`config.mk`:
```
export PLATFORM = sky130hd
export DESIGN_NAME = instruction_fetch_unit
export DESIGN_NICKNAME = d
export VERILOG_FILES = /design/src/rtl/instruction_fetch_unit.sv
export SDC_FILE = /design/constraint.sdc
export NUM_CORES = 1
export LEC_CHECK = 0
export CAP_MARGIN = 20
export CORE_MARGIN = 4
export CORE_UTILIZATION = 29
export CTS_BUF_LIST = sky130_fd_sc_hd__clkbuf_2 sky130_fd_sc_hd__clkbuf_4 sky130_fd_sc_hd__clkbuf_8
export DETAILED_ROUTE_END_ITERATION = 16
export GPL_ROUTABILITY_DRIVEN = 0
export GPL_TIMING_DRIVEN = 0
export PLACE_DENSITY_LB_ADDON = 0.08
export SETUP_SLACK_MARGIN = 0.02
export SKIP_LAST_GASP = 1
export SYNTH_ARGS = -nofsm -noshare
export SYNTH_HDL_FRONTEND = slang
export SYNTH_SLANG_ARGS = --single-unit
```
`constraint.sdc`:
```
create_clock -name clk -period 2.25 [get_ports clk]
set_input_delay 0.45 -clock clk [delete_from_list [all_inputs] [get_ports clk]]
set_output_delay 0.45 -clock clk [all_outputs]
set_load 0.01 [all_outputs]
```
`src/rtl/instruction_fetch_unit.sv`:
```
// instruction_fetch_unit
//   Read-side initiator for instruction_ram. Walks a PC, issues registered memRead/address
//   requests, captures the RAM's registered read data one cycle after it samples, and buffers
//   words in a small prefetch FIFO that feeds the decoder over a valid/ready handshake.
//   A branch redirect flushes every buffered and in-flight word.
//
//   Optional build macro: IFU_PERF_COUNTERS_EN adds saturating fetch_count / stall_count outputs.
module instruction_fetch_unit #(
    parameter int                           ADDRESS_BUS_WIDTH = 10,
    parameter int                           INSTRUCTION_WIDTH = 19,
    parameter logic [ADDRESS_BUS_WIDTH-1:0] RESET_PC          = 10'h200,
    parameter int                           FIFO_DEPTH        = 4
) (
    input  logic                         clk,
    input  logic                         reset_n,
    output logic [ADDRESS_BUS_WIDTH-1:0] address,
    output logic                         memRead,
    output logic                         memWrite,
    input  logic [INSTRUCTION_WIDTH-1:0] data,
    input  logic                         halt,
    input  logic                         redirect_valid,
    input  logic [ADDRESS_BUS_WIDTH-1:0] redirect_pc,
    output logic                         instr_valid,
    input  logic                         instr_ready,
    output logic [INSTRUCTION_WIDTH-1:0] instr_data,
`ifdef IFU_PERF_COUNTERS_EN
    output logic [31:0]                  fetch_count,
    output logic [31:0]                  stall_count,
`endif
    output logic [ADDRESS_BUS_WIDTH-1:0] instr_pc
);

    localparam int PTR_W = $clog2(FIFO_DEPTH);
    localparam int CNT_W = PTR_W + 1;

    typedef enum logic [1:0] {
        RUN   = 2'd0,  // issuing allowed
        HOLD  = 2'd1,  // halted or out of FIFO credit
        FLUSH = 2'd2   // redirect cycle: drop everything, load new pc
    } fetch_state_t;

    fetch_state_t fetch_state;

    logic [ADDRESS_BUS_WIDTH-1:0] pc;

    // Second pipeline stage: the RAM has sampled this request and data is on the bus.
    // The first stage is memRead/address themselves.
    logic                         s1_valid;
    logic                         s1_discard;
    logic [ADDRESS_BUS_WIDTH-1:0] s1_pc;

    logic [INSTRUCTION_WIDTH-1:0] fifo_data [FIFO_DEPTH];
    logic [ADDRESS_BUS_WIDTH-1:0] fifo_pc   [FIFO_DEPTH];
    logic [PTR_W-1:0]             wr_ptr;
    logic [PTR_W-1:0]             rd_ptr;
    logic [CNT_W-1:0]             fifo_count;

    logic [1:0]                   inflight;
    logic [CNT_W:0]               occupancy;
    logic                         credit_ok;
    logic                         issue;
    logic                         flush;
    logic                         push;
    logic                         pop;

    assign memWrite    = 1'b0;
    assign instr_valid = (fifo_count != '0);
    assign instr_data  = instr_valid ? fifo_data[rd_ptr] : '0;
    assign instr_pc    = instr_valid ? fifo_pc[rd_ptr]   : '0;

    // Credit check: buffered words plus words still travelling through the RAM must fit.
    assign inflight  = {1'b0, memRead} + {1'b0, s1_valid};
    assign occupancy = {1'b0, fifo_count} + {{(CNT_W-1){1'b0}}, inflight};
    assign credit_ok = occupancy < (CNT_W+1)'(FIFO_DEPTH);

    // Per-cycle fetch mode with priority redirect > halt > credit, and the strobes it implies.
    always_comb begin
        // NOTE: every output of this block gets a default first so no path can infer a latch.
        fetch_state = RUN;
        if (redirect_valid) begin
            fetch_state = FLUSH;
        end else if (halt || !credit_ok) begin
            fetch_state = HOLD;
        end
        issue = (fetch_state == RUN);
        flush = (fetch_state == FLUSH);
        // A redirect voids both the returning word and any consumer pop in the same cycle.
        push  = s1_valid && !s1_discard && !flush;
        pop   = instr_valid && instr_ready && !flush;
    end

    // Issue stage and pc walk; the second stage follows the first one edge later.
    always_ff @(posedge clk or negedge reset_n) begin
        if (!reset_n) begin
            // NOTE: sequential state uses non-blocking assignments so every register samples
            // pre-edge values regardless of statement order.
            pc         <= RESET_PC;
            address    <= RESET_PC;
            memRead    <= 1'b0;
            s1_valid   <= 1'b0;
            s1_discard <= 1'b0;
            s1_pc      <= '0;
        end else begin
            s1_valid <= memRead;
            s1_pc    <= address;
            // The request in stage one during a redirect is already committed to the RAM;
            // tag it so its data is dropped. The one in stage two is blocked by flush itself.
            s1_discard <= flush;
            if (issue) begin
                memRead <= 1'b1;
                address <= pc;
                pc      <= pc + ADDRESS_BUS_WIDTH'(4);
            end else begin
                memRead <= 1'b0;
            end
            if (flush) begin
                pc <= redirect_pc & ~ADDRESS_BUS_WIDTH'(3);
            end
        end
    end

    // FIFO pointers and occupancy; a redirect empties it.
    always_ff @(posedge clk or negedge reset_n) begin
        if (!reset_n) begin
            wr_ptr     <= '0;
            rd_ptr     <= '0;
            fifo_count <= '0;
        end else if (flush) begin
            wr_ptr     <= '0;
            rd_ptr     <= '0;
            fifo_count <= '0;
        end else begin
            if (push) wr_ptr <= wr_ptr + PTR_W'(1);
            if (pop)  rd_ptr <= rd_ptr + PTR_W'(1);
            case ({push, pop})
                2'b10:   fifo_count <= fifo_count + CNT_W'(1);
                2'b01:   fifo_count <= fifo_count - CNT_W'(1);
                default: fifo_count <= fifo_count;
            endcase
        end
    end

    // FIFO storage write port.
    always_ff @(posedge clk) begin
        // NOTE: storage is not reset; fifo_count gates every read, so stale entries are never seen.
        if (push) begin
            fifo_data[wr_ptr] <= data;
            fifo_pc[wr_ptr]   <= s1_pc;
        end
    end

`ifdef IFU_PERF_COUNTERS_EN
    // Saturating counters: accepted pops, and cycles the consumer starved while not halted.
    always_ff @(posedge clk or negedge reset_n) begin
        if (!reset_n) begin
            fetch_count <= '0;
            stall_count <= '0;
        end else begin
            if (pop && (fetch_count != '1)) begin
                fetch_count <= fetch_count + 32'd1;
            end
            if (instr_ready && !instr_valid && !halt && (stall_count != '1)) begin
                stall_count <= stall_count + 32'd1;
            end
        end
    end
`endif

endmodule

```
==> out/results.txt <==
Status = finished with violations
Failing checks = setup timing
Cell row count = 51
Setup crit end kind = output pin
Synth cell types = 41
EDFF count, synth = 108
Clk sinks = 142
Dominant cells by area after synthesis = edfxtp_1 (57%), dfrtp_1 (14%), mux4_2 (11%)
Commonest non-fill, non-tap cell in the layout = edfxtp_1
First drt pass iteration count = 4
Initial core utilization = 29.4%
Largest net degree at the start of global routing = 35
Maximum root-to-sink buffer count = 2
Final setup skew = 10.7 ps
Lkg Pwr = 2.70 nW
Worst-Skew Late Latency = 440 ps
R2r worst-path depth = 7
Non-Filler Cell Area, Final = 7560 um^2
Sequential fraction of the synthesis area = 71.8%
Post-Synth XOR/XNOR Area = 1.23%
Via Count = 3,027
Die Area = 22,000 um^2
Tcrit/Tclk final = 108%
Syn_area_per_cell = 18.6 um^2
Vias per cell = 4.33
Overall routing resource usage = 11.5%
Yosys top cell area share = 56.9%
Total of max-cap violations = 0
Required @ worst endpoint = 1800 ps
Fraction of synthesized area in multiplexers = 12.8%
# hold bufs at CTS = 0
Buffers added on ports = 68
Most frequent cells in the layout = edfxtp_1 (108), clkdlybuf4s50_1 (38), dfrtp_1 (30)
FFs w/ async S/R, synth = 23.9%
Register cell area after layout = 4100 um^2
H-tree levels = 4
Pwr dens = 1110 nW/um^2
Share of cells above drive strength 1 = 40.3%
Number of global-route vias before repair = 3,253
Yosys warns = 0
Worst Slack Setup Final = -171 ps
Critical path type = register to output pin
First-pass GRT wire length = 18.7 mm
Filler Cell Count = 1,842
Drt total wl = 12.0 mm
CTS Buf Count = 17
DR DRC count = 0
Final Hold Violating Endpoints = 0
Root Buffer Master = clkbuf_8
Slew Limit Fails = 0
Maximum vdd drop = 362 uV
I/O pin count = 76
FF+latch count, synth = 142
RSZ-0062 raised after global routing = yes
Die Y-Extent = 148 um
R2R Setup Slk = 70 ps
Post-synthesis compound-gate area fraction = 2.98%
Core Footprint = 19,400 um^2
Initial antenna violation count = 0
Area of the multi-input gates = 1570 um^2
CTS tree = yes
Worst setup SP type = register
Avg WL per Cell = 17.2 um
Max Fclk = 0.413 GHz
Post-synthesis adder-cell area fraction = 1.67%
Hold WS = 84.6 ps
Die W = 148 um
CP arrival = 1970 ps
Post-Syn Area = 5700 um^2
Area grow syn2layout = 32.6%
Post-Place Setup Slack = -776 ps
ANT nets after route = 0
Slew HR = 48.2%
Nets = 462
Crit Path Max Fanout = 5
Top cell type by total area after synthesis = edfxtp_1
# diodes = 0
Detailed Place HPWL = 7.18 mm
Initial DRC count = 154
Final setup fails = 27
Tmin final = 2420 ps
Clock transition at the registers of the reported paths = 80 ps
Primary FF master, synth = edfxtp_1
Largest family of logic cells by synthesized area = multiplexers
Placed cell areas = 6730 um^2
Remaining global-route overflow = 0
Fraction of the mapped netlist area in simple logic gates = 7.17%
Worst-Margin Slew = 776 ps
Hold WC Path Type = input pin to asynchronous set/reset pin
Syn Inst Count = 306
-- metal layers --
layer,GRT usage [%],share of wire [%]
met5,0,0
met4,3.74,1.2
met3,4.05,4.8
met2,19.2,50
met1,14.1,44
-- per-stage QoR --
stage          std cells  utilization [%]  power, mW  setup TNS [ps]
4_1_cts              691             38.2       8.24           -5360
6_report             699             39.0       8.37           -3520
3_5_place_dp         643             34.7       5.73          -50870
2_1_floorplan        310                -       4.49               0
5_1_grt              699             39.0       8.85           -6090
3_3_place_gp         643             34.7       5.71         -115820
-- cells by family after synthesis --
kind of cell / count (synthesis)
AND/OR/NAND/NOR: 69
AO/OA/AOI/OAI: 17
other: 1
XOR/XNOR: 8
buffers and inverters: 24
adder cells (fa/ha/maj): 7
multiplexers: 38
flip-flops: 142
-- layout make-up --
type | instances | share of cell area [%]
buffer | 17 | 2.51
clock buffer | 19 | 3.29
tap | 265 | 4.38
timing repair buffer | 94 | 12.4
inverter | 5 | 0.248
clock inverter | 13 | 2.20
multi-input combinational | 144 | 20.8
sequential | 142 | 54.2
-- synth_stat cells (all sizes together), types with 6 or more instances --
cell    count
mux2        9
nor2        9
ha          6
edfxtp    108
nand2      10
dfrtp      32
mux4       27
and2       28
nand3       7
buf        14
-- what timing repair did --
item | 4_1_cts | 5_1_grt
pin swaps | 20 | 7
setup endpoints to repair | 30 | 145
cloned | 1 | 0
endpoints found under the hold margin | 0 | 0
setup buffers | 16 | 10
resized for setup | 170 | 35
-- worst paths after layout --
path | startpoint | to
min in group clk | address[2] | s1_pc[2]
max in group asynchronous | reset_n | fifo_count[0]
max reg2reg | fifo_count[0] | address[2]
min | reset_n | pc[3]
max | rd_ptr[0] | instr_pc[4]
min reg2reg | address[2] | s1_pc[2]
-- registers in the layout, indices dropped and copies added, names as in the netlist --
name,cells
s1_valid,1
fifo_count,3
fifo_data,76
s1_discard,1
s1_pc,8
rd_ptr,2
address,8
fifo_pc,32
memRead,1
pc,8
wr_ptr,2
-- power by group --
part / total, mW / internal [mW] / leakage [nW] / switching (mW)
Combinational: 2.93 / 1.72 / 1.12 / 1.20
Clock: 2.10 / 1.12 / 0.191 / 0.981
Sequential: 3.34 / 3.14 / 1.39 / 0.202
-- worst max-delay path, stage by stage (launching register included) --
cell	delay [ps]
dfrtp_1	430
buf_6	190
buf_12	140
mux4_2	500
and2_4	150
buf_6	110
(Power assumes the default switching activity.)
